File: config.mk
export PLATFORM = sky130hd
export DESIGN_NAME = fifo_word_reader
export DESIGN_NICKNAME = d
export VERILOG_FILES = /design/src/rtl/fifo_word_reader.sv
export SDC_FILE = /design/constraint.sdc
export NUM_CORES = 1
export LEC_CHECK = 0
export CORE_MARGIN = 4
export CORE_UTILIZATION = 40
export DETAILED_ROUTE_END_ITERATION = 12
export GPL_TIMING_DRIVEN = 1
export PLACE_DENSITY = 0.7
export RECOVER_POWER = 50
export SLEW_MARGIN = 20
export SYNTH_ARGS = -nofsm -noshare
export SYNTH_HDL_FRONTEND = slang
export SYNTH_SLANG_ARGS = --single-unit
File: constraint.sdc
create_clock -name clk -period 2.4 [get_ports clk]
set_input_delay 0.36 -clock clk [delete_from_list [all_inputs] [get_ports clk]]
set_output_delay 0.36 -clock clk [all_outputs]
set_load 0.05 [all_outputs]
File: src/rtl/fifo_word_reader.sv
// Pulls bytes from an upstream byte FIFO (1-cycle read latency) and packs them
// little-endian into 32-bit words, emitting partial words on flush.
module fifo_word_reader (
  input  logic        clk,
  input  logic        rst,
  input  logic        fifo_empty,
  output logic        fifo_rd_en,
  input  logic [7:0]  fifo_data,
  input  logic        flush,
  output logic [31:0] word_out,
  output logic [3:0]  byte_en,
  output logic        word_valid,
  input  logic        word_ready
);

  typedef enum logic {FILL, HOLD} state_t;

  state_t     state;
  logic [2:0] count;
  logic       rd_q;        // byte from last cycle's read is on fifo_data now
  logic       flush_pend;

  logic       cap;
  logic [1:0] lane;
  logic [2:0] new_count;
  logic       pend_n;
  logic       emit;
  logic       issue;

  always_comb begin
    cap       = (state == FILL) && rd_q;
    lane      = count[1:0];
    new_count = count + {2'b00, cap};
    // a flush only matters if there is, or soon will be, at least one byte
    pend_n    = flush_pend | (flush & ((count != 3'd0) | rd_q | fifo_rd_en));
    emit      = (new_count == 3'd4) | (pend_n & ~fifo_rd_en & (new_count != 3'd0));
    issue     = ~fifo_empty & ~pend_n & ((new_count + {2'b00, fifo_rd_en}) < 3'd4);
  end

  always_ff @(posedge clk) begin
    if (rst) begin
      state      <= FILL;
      count      <= 3'd0;
      rd_q       <= 1'b0;
      flush_pend <= 1'b0;
      fifo_rd_en <= 1'b0;
      word_valid <= 1'b0;
      word_out   <= 32'h0;
      byte_en    <= 4'b0000;
    end else begin
      case (state)
        FILL: begin
          rd_q <= fifo_rd_en;
          if (cap) begin
            word_out[{lane, 3'b000} +: 8] <= fifo_data;
            byte_en[lane]                 <= 1'b1;
            count                         <= new_count;
          end
          if (emit) begin
            state      <= HOLD;
            word_valid <= 1'b1;
            flush_pend <= 1'b0;
            fifo_rd_en <= 1'b0;
          end else begin
            flush_pend <= pend_n;
            fifo_rd_en <= issue;
          end
        end
        HOLD: begin
          rd_q       <= 1'b0;
          fifo_rd_en <= 1'b0;
          if (word_ready) begin
            state      <= FILL;
            word_valid <= 1'b0;
            count      <= 3'd0;
            word_out   <= 32'h0;
            byte_en    <= 4'b0000;
            fifo_rd_en <= ~fifo_empty;
          end
        end
        default: state <= FILL;
      endcase
    end
  end

endmodule

==> results of run 1 <==
==> power groups by stage <==
stage / registers, mW / logic [mW] / clock network [mW]
4_1_cts: 0.754 / 0.161 / 0.558
2_1_floorplan: 0.802 / 0.0672 / 0
6_report: 0.753 / 0.157 / 0.550
5_1_grt: 0.755 / 0.168 / 0.598
3_5_place_dp: 0.771 / 0.160 / 0
3_3_place_gp: 0.771 / 0.160 / 0
==> cells in the mapped netlist, types with 3 or more instances <==
library cell and number:
sky130_fd_sc_hd__and3b_1 6, sky130_fd_sc_hd__inv_1 4, sky130_fd_sc_hd__and2_1 3, sky130_fd_sc_hd__nand3_1 51, sky130_fd_sc_hd__nor2_1 5, sky130_fd_sc_hd__buf_2 9, sky130_fd_sc_hd__dfxtp_1 44, sky130_fd_sc_hd__clkbuf_1 10
sky130_fd_sc_hd__a21oi_1 39, sky130_fd_sc_hd__ha_1 8, sky130_fd_sc_hd__o2111ai_1 18, sky130_fd_sc_hd__nand3b_1 4, sky130_fd_sc_hd__nand2_1 9
==> cell type report <==
cell class	instances	area, µm²	area share
Sequential cell	44	881	0.330
Multi-Input combinational cell	165	1050	0.393
Inverter	4	15.0	0.00563
Tap cell	67	83.8	0.0314
Clock inverter	2	35.0	0.0131
Timing Repair Buffer	55	532	0.199
Clock buffer	6	72.6	0.0272
==> worst max-delay path: stages, from the launching register on <==
cell	delay, ps
sky130_fd_sc_hd__dfxtp_1	570
sky130_fd_sc_hd__nand2b_1	160
sky130_fd_sc_hd__inv_1	150
sky130_fd_sc_hd__ha_1	170
sky130_fd_sc_hd__ha_1	260
sky130_fd_sc_hd__o21ba_2	220
sky130_fd_sc_hd__a211o_1	260
sky130_fd_sc_hd__a211oi_1	240
==> metal layers <==
layer | share of wire | wire length [µm] | track usage | vias up
li1 | - | - | - | 956
met1 | 0.46 | 2450 | 0.234 | 874
met2 | 0.46 | 2450 | 0.260 | 57
met3 | 0.053 | 284 | 0.0406 | 11
met4 | 0.023 | 121 | 0.0670 | 0
met5 | 0 | 0 | 0 | -
==> per-stage QoR <==
| stage | instance area, µm² | util | hold slack [ps] | instances | setup WS (ps) |
|---|---|---|---|---|---|
| after CTS | 2670 | 0.551 | 463 | 343 | 281 |
| after detailed placement | 2570 | 0.529 | 452 | 335 | 329 |
| final | 2670 | 0.550 | 454 | 343 | 270 |
| after floorplan | 2050 | - | 464 | 235 | 507 |
| after global placement | 2570 | 0.529 | 447 | 335 | 431 |
| after global routing | 2670 | 0.550 | 483 | 343 | 97.8 |
==> worst max path at each step <==
stage          startpoint    endpoint
3_3_place_gp         rd_q  flush_pend
4_1_cts              rd_q  flush_pend
2_1_floorplan       state  flush_pend
3_5_place_dp         rd_q  flush_pend
6_report             rd_q  flush_pend
5_1_grt              rd_q  flush_pend
==> state kept, by name, indices dropped and copies added, names as in the netlist <==
| signal | flops |
|---|---|
| rd_q | 1 |
| word_valid | 1 |
| byte_en | 4 |
| flush_pend | 1 |
| word_out | 32 |
| count | 3 |
| fifo_rd_en | 1 |
| state | 1 |
==> cells by family (layout without fill, tap and decap cells) <==
| group | Yosys count | in the layout | synth area share |
|---|---|---|---|
| flip-flops | 44 | 44 | 0.429 |
| buffers and inverters | 26 | 67 | 0.0609 |
| AND/OR/NAND/NOR | 86 | 86 | 0.234 |
| XOR/XNOR | 2 | 2 | 0.00853 |
| AO/OA/AOI/OAI | 69 | 69 | 0.219 |
| adder cells (fa/ha/maj) | 8 | 8 | 0.0487 |
==> reports/qor.csv, run 1 <==
metric,value,unit
critical_path.endpoint_type,register,
path_clk_slew,80,ps
cts_made_buffers,5,
rsz_0062_raised_after_global_routing,no,
globalRouteTotalUtil,0.172,
final_period_minus_worst_setup_slack,2130,ps
synth-seq-cells,44,
setup_tns,0,ps
via_count,1898,
ys_seq_area_frac,0.429,
postSynth.asyncResetShare,0,
ioPinCount,51,
detail_route.wl_per_cell,15.5,µm
clock_power_frac,0.377,
detailedRoute.firstIterationViolations,123,
power.switching,0.352,mW
netlist-cell-type-count,36,
crit_path_max_fanout,14,
n_antenna_cell,0,
worst_ep_required_time,2600,ps
max_freq,469,MHz
final_layout_size_suffix_gt1_frac,0.0616,
final_cell_mix,"51 x sky130_fd_sc_hd__nand3_1, 44 x sky130_fd_sc_hd__dfxtp_1, 39 x sky130_fd_sc_hd__a21oi_1",
tightest_slew,823,ps
cts_tree,done,
yosys.area.top_type,sky130_fd_sc_hd__dfxtp_1,
ctsHtreeMaxLevel,2,
synth.top_cells.by_area,"sky130_fd_sc_hd__dfxtp_1 43%, sky130_fd_sc_hd__nand3_1 12%, sky130_fd_sc_hd__a21oi_1 9.5%, sky130_fd_sc_hd__o2111ai_1 7.7%, sky130_fd_sc_hd__ha_1 4.9%",
cts_num_sinks,44,
netlist.area_leader.share,0.429,
power.density_cell_area,547,mW/mm²
power_frac_comb,0.108,
regToRegSetupSlack,270,ps
clock_tree_root,sky130_fd_sc_hd__clkbuf_8,
max-vdd-ir-drop,0.413,mV
slew_violations,0,
criticalPathCategory,register to register,
post_cts_buffers,0,
die-area,0.00635,mm²
post-dp-hpwl,3750,µm
std_cell_rows,25,
layout_commonest_cell,sky130_fd_sc_hd__nand3_1,
clock_tree.buffer_depth,2,
skew,6.14,ps
grt_pass1_vias,1780,
ys_warn_count,0,
grt_antenna_before_repair,0,
finalWeightedCongestion,0.816,
outcome,completed,
mappedNetlistNets,256,
slew-limit-headroom,0.451,
final.period_utilization,0.887,
synth_area_per_cell,8.74,µm²
vias_per_cell,5.53,
power.share.switching,0.241,
final-hold-violation-count,0,
fin_total_pwr,1.46,mW
floorplan.initialDensity,0.424,
grt_max_degree,27,
overflow,0,
max-cap-violations,0,
synth-main-ff-cell,sky130_fd_sc_hd__dfxtp_1,
core,0.00485,mm²
grt_pass1_wl,8720,µm
pwr-share-seq,0.516,
cp-start-kind,register,
min_delay_worst_endpoint,byte_en[2],
synth-edff-count,0,
cts_resized,0,
clock_insertion_delay_worst_skew,290,ps
critical_path.reg2reg.endpoint,flush_pend,
setup_violations,0,
power.internal,1.11,mW
synthCells,235,
detailedRoute.firstPassIterationCount,5,
post_layout_nets,296,
die_w,79.7,µm
power.static_leakage,1.02,nW
min-delay-start,byte_en[2],
num-fill-cells,471,
depth_of_the_most_critical_reg_to_reg_path,7,
drc,0,
synth.cell_area,0.00205,mm²
postRouteAntennaNets,0,
hold_class,register to register,
dieHeight,79.7,µm
worst-endpoint-arrival,2330,ps
whs_path_depth,2,
area_growth,29.8,%
rr_startpoint,rd_q,
cts_hold_repair.buffers,0,
port_buffers,50,
route.final.wire_length,5310,µm
No activity file was read; power rests on OpenSTA's default activity.
==> run 2, diff against run 1 <==
CORE_UTILIZATION = 49   (was 40)
PLACE_DENSITY = 0.83   (was 0.7)
==> run 2 against run 1 <==
Net effect:
- non-clock buffer count unchanged
- count of clock-buffer cells in the layout unchanged
- critical path type unchanged
- global-route usage up 2.9 points
- register-to-register slack better by 40 ps
- first-iteration DRC count up 42%
==> reports/qor.csv, run 2 (synthesis results as in run 1) <==
metric,value,unit,change
outcome,completed,,
setup_tns,0,ps,unchanged
skew,5.22,ps,-0.923 ps
detail_route.wl_per_cell,15.9,µm,+2.7%
number_of_flip_flops_in_the_largest_register,32,,unchanged
ctsHtreeMaxLevel,2,,unchanged
max_freq,478,MHz,+1.8%
rsz_0062_raised_after_global_routing,no,,
drc,0,,unchanged
cts_resized,0,,unchanged
finalWeightedCongestion,0.822,,+0.70%
clock_tree_root,sky130_fd_sc_hd__clkbuf_8,,
reg_top3,"word_out: 32 flops, byte_en: 4 flops, count: 3 flops",,
max-vdd-ir-drop,0.418,mV,+1.3%
critical_path_capture_point,flush_pend,,
placed_cell_area,0.00254,mm²,-0.83%
power_frac_comb,0.117,,+0.009
depth_of_the_most_critical_reg_to_reg_path,7,,unchanged
hold_class,register to register,,
num-fill-cells,389,,-17%
final_period_minus_worst_setup_slack,2090,ps,-36.8 ps
slew_violations,0,,unchanged
grt_pass1_wl,8250,µm,-5.5%
critical_path.reg2reg.endpoint,flush_pend,,
cts_num_sinks,44,,unchanged
pwr-share-seq,0.560,,+0.044
power.switching,0.349,mW,-0.86%
slew-limit-headroom,0.508,,+0.0561
dieHeight,72.8,µm,-8.7%
cts_hold_repair.buffers,0,,unchanged
postRouteAntennaNets,0,,unchanged
layout_commonest_cell,sky130_fd_sc_hd__nand3_1,,
grt_max_degree,28,,+3.7%
max-cap-violations,0,,unchanged
regToRegSetupSlack,310,ps,+40 ps
cts_made_buffers,5,,unchanged
final_layout_size_suffix_gt1_frac,0.0582,,-0.00341
port_buffers,50,,unchanged
power.share.switching,0.259,,+0.0181
die_w,72.8,µm,-8.7%
grt_antenna_before_repair,0,,unchanged
post_cts_buffers,0,,unchanged
critical_path.endpoint_type,register,,
post_layout_nets,296,,unchanged
final-hold-violation-count,0,,unchanged
die-area,0.00529,mm²,-17%
cp-start-kind,register,,
floorplan.initialDensity,0.510,,+0.0862
register_name_with_the_most_flops,word_out,,
core,0.00403,mm²,-17%
n_antenna_cell,0,,unchanged
grt_pass1_vias,1757,,-1.3%
worst_ep_required_time,2610,ps,about the same
area_growth,27.3,%,
clock_tree.buffer_depth,2,,unchanged
rr_startpoint,rd_q,,
tightest_slew,739,ps,-84.2 ps
std_cell_rows,23,,-8.0%
route.final.wire_length,5170,µm,-2.7%
ioPinCount,51,,unchanged
detailedRoute.firstIterationViolations,175,,+42%
globalRouteTotalUtil,0.201,,+0.0293
overflow,0,,unchanged
power.internal,0.998,mW,-10%
path_clk_slew,70,ps,about the same
power.density_cell_area,515,mW/mm²,-6.0%
setup_violations,0,,unchanged
final.period_utilization,0.872,,-0.0153
final_cell_mix,"51 x sky130_fd_sc_hd__nand3_1, 44 x sky130_fd_sc_hd__dfxtp_1, 39 x sky130_fd_sc_hd__a21oi_1",,
detailedRoute.firstPassIterationCount,4,,-1
post-dp-hpwl,3710,µm,-1.0%
crit_path_max_fanout,14,,unchanged
cts_tree,done,,
power.static_leakage,0.988,nW,-2.8%
clock_insertion_delay_worst_skew,300,ps,about the same
clock_power_frac,0.324,,-0.053
via_count,1953,,+2.9%
criticalPathCategory,register to register,,
layout.cell_area.non_filler,0.00262,mm²,-1.9%
vias_per_cell,6.01,,+8.6%
worst-endpoint-arrival,2300,ps,-30 ps
critPathLaunch,rd_q,,
-- run 2: cell count changes in the layout (fill, tap and decap cells not counted) --
cell,previous run,this run
sky130_fd_sc_hd__dlygate4sd3_1,35,31
sky130_fd_sc_hd__clkdlybuf4s50_1,15,19
sky130_fd_sc_hd__bufinv_16,1,0
-- run 2: how the worst min path moves through the flow --
| stage | start | to | slack, ps | cells past startpoint |
|---|---|---|---|---|
| 2_1_floorplan | flush_pend | flush_pend | 460 | 2 |
| 3_3_place_gp | byte_en[2] | byte_en[2] | 450 | 2 |
| 3_5_place_dp | byte_en[2] | byte_en[2] | 450 | 2 |
| 4_1_cts | byte_en[2] | byte_en[2] | 460 | 2 |
| 5_1_grt | byte_en[2] | byte_en[2] | 470 | 2 |
| 6_report | byte_en[2] | byte_en[2] | 460 | 2 |
-- run 2: per-layer routing --
metal / GRT usage / share of wire / up-vias
met3: 0.0565 / 0.055 / 12
met2: 0.327 / 0.49 / 51
met1: 0.248 / 0.43 / 935
met4: 0.0881 / 0.025 / 0
met5: 0 / 0 / -
li1: - / - / 955
-- run 2: area by class of cell --
| cell class | instances | area [µm²] | area share |
|---|---|---|---|
| clock buffer | 6 | 72.6 | 0.0277 |
| sequential | 44 | 881 | 0.337 |
| multi-input combinational | 165 | 1050 | 0.401 |
| inverter | 4 | 15.0 | 0.00574 |
| clock inverter | 1 | 5.00 | 0.00191 |
| tap | 50 | 62.6 | 0.0239 |
| timing repair buffer | 55 | 532 | 0.203 |
-- run 2: power by group through the flow --
| stage | clock network [mW] | registers, mW | logic, mW |
|---|---|---|---|
| floorplan | 0 | 0.802 | 0.0672 |
| global route | 0.478 | 0.756 | 0.167 |
| detailed placement | 0 | 0.771 | 0.160 |
| CTS | 0.449 | 0.754 | 0.161 |
| finish | 0.436 | 0.754 | 0.157 |
| global placement | 0 | 0.771 | 0.158 |
-- run 2: through the flow --
step | setup slack (ps) | instances | util | hold WS (ps) | total power [mW]
after floorplan | 507 | 235 | - | 464 | 0.870
after global placement | 452 | 318 | 0.632 | 450 | 0.929
after detailed placement | 347 | 318 | 0.632 | 449 | 0.931
after CTS | 336 | 325 | 0.651 | 459 | 1.36
after global routing | 188 | 325 | 0.649 | 471 | 1.40
final | 307 | 325 | 0.649 | 462 | 1.35
-- run 2: worst max-delay path, cell delays in order, from the launching register on --
cell	delay (ps)
sky130_fd_sc_hd__dfxtp_1	570
sky130_fd_sc_hd__nand2b_1	160
sky130_fd_sc_hd__inv_1	140
sky130_fd_sc_hd__ha_1	160
sky130_fd_sc_hd__ha_1	260
sky130_fd_sc_hd__o21ba_2	230
sky130_fd_sc_hd__a211o_1	260
sky130_fd_sc_hd__a211oi_1	230
